===== src/rtl/stopwatch_counter.sv =====
// stopwatch_counter: prescaled mm:ss.hh BCD stopwatch with lap-freeze display and rollover pulse
module stopwatch_counter #(
  parameter int DIV_COUNT = 100000
) (
  input  logic        clk,
  input  logic        rst_n,
  input  logic        count_enable,
  input  logic        count_clear,
  input  logic        count_lap,
  output logic [23:0] live_bcd,
  output logic [23:0] disp_bcd,
  output logic        lap_active,
  output logic        wrap_pulse
);
  localparam int PW = $clog2(DIV_COUNT);
  typedef enum logic {LIVE, FROZEN} lap_state_t;
  lap_state_t state, state_d;
  logic [PW-1:0] presc, presc_d;
  logic [23:0] snap, snap_d, live_d, inc;
  logic lap_q, tick, carry, rise, fall;
  assign tick = count_enable && presc == PW'(DIV_COUNT - 1);
  assign rise = count_lap && !lap_q;
  assign fall = !count_lap && lap_q;
  // digit 0 is hundredths; sec_tens (3) and min_tens (5) roll over at 5, the rest at 9
  always_comb begin
    inc = live_bcd;
    carry = 1'b1;
    for (int i = 0; i < 6; i++) begin
      inc[4*i +: 4] = !carry ? live_bcd[4*i +: 4] :
                      live_bcd[4*i +: 4] == ((i == 3 || i == 5) ? 4'd5 : 4'd9) ? 4'd0 : live_bcd[4*i +: 4] + 4'd1;
      carry = carry && live_bcd[4*i +: 4] == ((i == 3 || i == 5) ? 4'd5 : 4'd9);
    end
  end
  always_comb begin
    state_d = count_clear ? LIVE :
              (state == LIVE && rise) ? FROZEN :
              (state == FROZEN && fall) ? LIVE : state;
    presc_d = (count_clear || tick) ? '0 : count_enable ? presc + 1'b1 : presc;
    live_d  = count_clear ? '0 : tick ? inc : live_bcd;
    snap_d  = count_clear ? '0 : (state == LIVE && rise) ? live_bcd : snap;
  end
  always_ff @(posedge clk) begin
    if (!rst_n) begin
      state      <= LIVE;
      presc      <= '0;
      live_bcd   <= '0;
      snap       <= '0;
      disp_bcd   <= '0;
      lap_q      <= 1'b0;
      lap_active <= 1'b0;
      wrap_pulse <= 1'b0;
    end else begin
      state      <= state_d;
      presc      <= presc_d;
      live_bcd   <= live_d;
      snap       <= snap_d;
      disp_bcd   <= state_d == FROZEN ? snap_d : live_d;
      lap_q      <= count_lap;
      lap_active <= state_d == FROZEN;
      wrap_pulse <= !count_clear && tick && carry;
    end
  end
endmodule


===== config.mk =====
export PLATFORM = sky130hd
export DESIGN_NAME = stopwatch_counter
export DESIGN_NICKNAME = d
export VERILOG_FILES = /design/src/rtl/stopwatch_counter.sv
export SDC_FILE = /design/constraint.sdc
export NUM_CORES = 1
export LEC_CHECK = 0
export CORE_AREA = 2 2 132 134
export DETAILED_ROUTE_END_ITERATION = 10
export DIE_AREA = 0 0 134 136
export PLACE_DENSITY = 0.54
export SLEW_MARGIN = 20
export SYNTH_ARGS = -nofsm -noshare
export SYNTH_HDL_FRONTEND = slang
export SYNTH_SLANG_ARGS = --single-unit

===== constraint.sdc =====
create_clock -name clk -period 1.9 [get_ports clk]
set_input_delay 0.38 -clock clk [delete_from_list [all_inputs] [get_ports clk]]
set_output_delay 0.38 -clock clk [all_outputs]
set_load 0.1 [all_outputs]

# Yosys cells after proc, flatten, opt, wreduce, memory -nomap -nowiden
# Cells that the tools add are included.
dict set report totals {
  register_bits 92
  word_cells 59
}
dict set report classes {
  reduce_logical 17
  mux 19
  n_addsub 7
  n_bitwise 2
  n_eq_ne 7
}
# op n
set ops {}
lappend ops {{2-to-1 mux 24 bit} 5}
lappend ops {{2-to-1 mux 4 bit} 11}
lappend ops {{adder 4 x 1 -> 4 bit, second input constant} 6}
lappend ops {{adder 17 x 1 -> 17 bit, second input constant} 1}
lappend ops {{== test 17 bit, second input constant} 1}
lappend ops {{== test 4 bit, second input constant} 4}
lappend ops {{logical AND 1 bit} 12}
lappend ops {{== test 4 x 3 -> 1 bit, second input constant} 2}
lappend ops {{zero test 1 bit} 3}
lappend ops {{2-to-1 mux 1 bit} 3}
lappend ops {{inverter 1 bit} 2}
lappend ops {{OR reduction 2 bit} 1}
lappend ops {{logical OR 1 bit} 1}

# Longest topological paths before layout
dict set report logic_depth {
  ltp_word 9
  ltp_mapped 9
}

# Worst setup path before layout
# Ideal clock, no wire load.
dict set report synth_timing {
  path_type {register to register}
  startpoint {register live_bcd[0]}
  endpoint {register disp_bcd[23]}
  required_ps 1767
  setup_time_ps 133
  t_arrival_ps 2438
  n_path_buf 1
  slack_ps -671
  synth_period_minus_slack_ps 2571
  path_stages_with_launch 8
  path_cell_list {dfxtp_1 > ha_1 > and3b_1 > buf_2 > nand4_4 > nor4_4 > mux2i_1 > a211oi_2}
}
dict set report synth_between {
  elab_chain_len 9
}
# element line_no
set synth_lines {}
lappend synth_lines {{from (decl)} 10} ;# output logic [23:0] live_bcd,
lappend synth_lines {{from (signal assigned)} 55} ;# live_bcd <= live_d;
lappend synth_lines {{== test 4 bit} 31} ;# carry = carry && live_bcd[4*i +: 4] == ((i == 3 || i == 5) ? 4'd5 : 4'd9);
lappend synth_lines {{logical AND 1 bit (4 in a row)} 31}
lappend synth_lines {{2-to-1 mux 4 bit} 29} ;# inc[4*i +: 4] = !carry ? live_bcd[4*i +: 4] :
lappend synth_lines {{2-to-1 mux 24 bit (2 in a row)} 39} ;# live_d = count_clear ? '0 : tick ? inc : live_bcd;
lappend synth_lines {{2-to-1 mux 24 bit} 57} ;# disp_bcd <= state_d == FROZEN ? snap_d : live_d;
lappend synth_lines {{to (signal assigned)} 57}
lappend synth_lines {{to (decl)} 11} ;# output logic [23:0] disp_bcd,
# Every way passes these cells.
# A chain may end at the register's enable or synchronous reset.

# Worst setup path in the final report
dict set report layout_timing {
  startpoint {input count_lap}
  endpoint {register disp_bcd[12]}
}
dict set report layout_between {
  elab_chain_len 7
}
# element line_no
set layout_lines {}
lappend layout_lines {{from (decl)} 9} ;# input logic count_lap,
lappend layout_lines {{zero test 1 bit} 23} ;# assign fall = !count_lap && lap_q;
lappend layout_lines {{logical AND 1 bit} 23}
lappend layout_lines {{logical AND 1 bit} 37} ;# (state == FROZEN && fall) ? LIVE : state;
lappend layout_lines {{2-to-1 mux 1 bit} 37}
lappend layout_lines {{2-to-1 mux 1 bit} 36} ;# (state == LIVE && rise) ? FROZEN :
lappend layout_lines {{2-to-1 mux 1 bit} 35} ;# state_d = count_clear ? LIVE :
lappend layout_lines {{2-to-1 mux 24 bit *} 57}
# Every way passes the cells marked *; elsewhere a longest branch is shown, timed or not.

==> out/results.ini <==
[critical_path]
crit_path_end_kind = flop
cp_max_fo = 12
crit_family = buffers and inverters
crit_type = primary input to flop
critical-path-max-stage-delay_ns = 0.50
path_cells = clkdlybuf4s50_1, or3b_2, buf_4, mux2i_1, a21oi_1, a21boi_1
cp_data_required_time_ns = 2.17
critPathArrivalTime_ns = 2.08
cp_slowest_cell = or3b_2
crit_buf_inv = 2
start_kind = primary input

[cts]
cts_buffers = 9
path_clk_slew_ns = 0.06
clockRootBuffer = clkbuf_16
cts.sinks = 92
htree_levels = 3
clkLatencyLatePin_ns = 0.35
cts_tree = yes
clockBufferDepth = 2

[routing]
drtIter0Drc = 175
dr.pass1.iters = 4
via_count = 3565
viasPerCell = 4.47
routed_wl_um = 10700
wire_per_inst_um = 13.4
ant_nets = 0
drc = 0

[logic_synthesis]
synth-main-ff-cell = dfxtp_1
ys_ff_latch = 92
syn_inst = 449
ys_types = 51
synth-edff-count = 0
synthArstFlopShare_pct = 0
syn-cell-area_mm2 = 0.00411
synth-seq-area-share_pct = 44.8
synth_fp_nets = 467
syn_avg_cell_area_um2 = 9.16
ys.warnings.count = 0

[power_and_ir_drop]
intPower_uw = 3040
p_switching_uw = 989
clkPwrFrac_pct = 42.7
power_density_mw_per_mm2 = 665
power_frac_comb_pct = 9.1
power_frac_seq_pct = 48.2
ir_worst_vdd_mv = 0.412
leakage_uw = 0.00240
p_sw_share_pct = 24.6

[global_routing]
grt_pass1_vias = 3530
grt_overflow = 0
grt_usage_pct = 12.1
grt_pass1_wl_um = 17300
antenna_found_initial = 0
grt_start_max_net_pins = 32

[cells_and_area]
finish.utilization_pct = 35.9
drive_above_1_share_pct = 34.7
antenna_cells = 0
fill_cells = 1676
nNetsFinal = 586
syn2layout_area_growth_pct = 47.2

[sta]
timing.final.crit_share_pct = 95.2
relSlewSlack_pct = 78.2
finalCriticalPeriod_ns = 1.81
tns_ns = 0
slew_violations = 0
rsz0062_at_grt = true
fmax_mhz = 553
tightest_slew_ns = 0.324
fin_worst_skew_ns = 0.00940
finalHoldViolations = 0
setup_viol = 0

[floorplanning]
die_h_um = 136
die_w_um = 134
num_io_pins = 55
coreArea_mm2 = 0.0169
start_util_pct = 24.4
die_area_mm2 = 0.0182
num_rows = 48

[worst_hold_path]
hp-class = flop to flop

[placed_design]
hpwlAfterDp_um = 7960
port_buffers = 54
place.gp.congestion = 0.820

[job]
maxCapViolations = 0

[run_status]
status = completed

-- sequential cells by signal, summed over array words and instances (netlist names) --
name	flops
disp_bcd	24
presc	17
wrap_pulse	1
state	1
snap	24
live_bcd	24
lap_q	1
-- kinds of logic after synthesis --
logic type               share of synthesized area, %
AND/OR/NAND/NOR                                  24.4
XOR/XNOR                                         3.41
AO/OA/AOI/OAI                                    12.7
buffers and inverters                            4.01
adder cells (fa/ha/maj)                          3.95
flip-flops                                       44.8
multiplexers                                     6.81
-- power by group through the flow --
stage	Combinational (uW)	Clock (uW)	Sequential, uW
final	364	1720	1940
after global routing	383	1850	1940
after CTS	363	1770	1940
after detailed placement	361	0	1980
after global placement	361	0	1980
after floorplan	120	0	2120
-- tightest hold or removal path, cell delays in order, from the launching register on --
cell and delay, ns:
dfxtp_1 0.31, a21oi_1 0.06, nor2_1 0.08
-- final cells by class --
| class | instances | area [um^2] | area share, % |
|---|---|---|---|
| Clock inverter | 1 | 5.00 | 0.0826 |
| Timing Repair Buffer | 133 | 1350 | 22.3 |
| Clock buffer | 15 | 278 | 4.59 |
| Inverter | 13 | 51.3 | 0.847 |
| Sequential cell | 92 | 1900 | 31.3 |
| Tap cell | 225 | 282 | 4.65 |
| Multi-Input combinational cell | 319 | 2190 | 36.2 |
-- synth_stat cells (4+ instances only) --
cell	count	area share, %
xor2_1	6	1.3
a21oi_1	38	4.6
a21o_1	10	1.8
nor3_1	11	1.3
and3b_1	5	1.1
clkbuf_1	13	1.2
nand3_1	16	1.9
nand4_1	8	1.2
ha_1	13	4.0
mux2i_1	28	6.8
buf_2	9	1.1
a21boi_0	9	1.6
nor4_1	5	0.76
inv_1	13	1.2
nand2b_1	4	0.61
nor2_1	79	7.2
xnor2_1	10	2.1
nand3b_1	5	0.91
nand2_1	20	1.8
dfxtp_1	92	45
and4_1	4	0.85
and2_1	4	0.61
-- routing by layer --
layer / share of wire [%] / up-vias / GRT usage (%)
met3: 3.6 / 14 / 2.68
met1: 48 / 1671 / 15.4
met2: 47 / 67 / 19.4
met5: 0 / - / 0
li1: - / 1813 / -
met4: 1.7 / 0 / 5.44
-- cells in the final DEF, fill, tap and decap left out, drive strengths merged, types with 2 or more instances in the layout --
| master | n |
|---|---|
| nor4b | 2 |
| nor3 | 13 |
| and3b | 5 |
| nor4 | 7 |
| ha | 13 |
| a21oi | 38 |
| nand2 | 20 |
| o22ai | 2 |
| xnor2 | 10 |
| nand4 | 10 |
| xor2 | 6 |
| a221oi | 2 |
| a21boi | 9 |
| nor2 | 80 |
| clkdlybuf4s50 | 3 |
| and2 | 4 |
| inv | 13 |
| mux2i | 28 |
| nor2b | 2 |
| o21ai | 2 |
| a41oi | 3 |
| nand2b | 4 |
| nand3 | 17 |
| and3 | 3 |
| a22oi | 3 |
| clkbuf | 15 |
| nand3b | 5 |
| a21o | 10 |
| a31oi | 3 |
| a211oi | 3 |
| buf | 129 |
| and4 | 5 |
| o31ai | 3 |
| dfxtp | 92 |
-- final timing paths --
kind / start / end / slack [ns] / cells after the start
worst min-delay path: snap[18] / snap[18] / 0.48 / 2
worst max register to register: presc[11] / disp_bcd[6] / 0.10 / 6
worst min register to register: snap[18] / snap[18] / 0.48 / 2
worst max-delay path: count_lap / disp_bcd[12] / 0.09 / 6
-- metrics by stage --
stage               hold WS (ns)  power, uW  area [um^2]  cells  setup WS [ns]
floorplan                  0.446       2240         4220    449        -0.0469
global placement           0.458       2350         5660    775         -0.317
detailed placement         0.468       2350         5660    775         -0.334
CTS                        0.482       4070         5960    793        0.00313
global route               0.516       4170         6060    798        -0.0239
finish                     0.482       4030         6060    798         0.0911
-- timing repair --
item / in CTS / in global routing
cloned: 0 / 0
buffers inserted: 2 / 5
setup endpoints to repair: 3 / 23
hold buffers: 0 / 0
resized for setup: 1 / 23
pin swaps: 3 / 8
(Power assumes the default switching activity.)
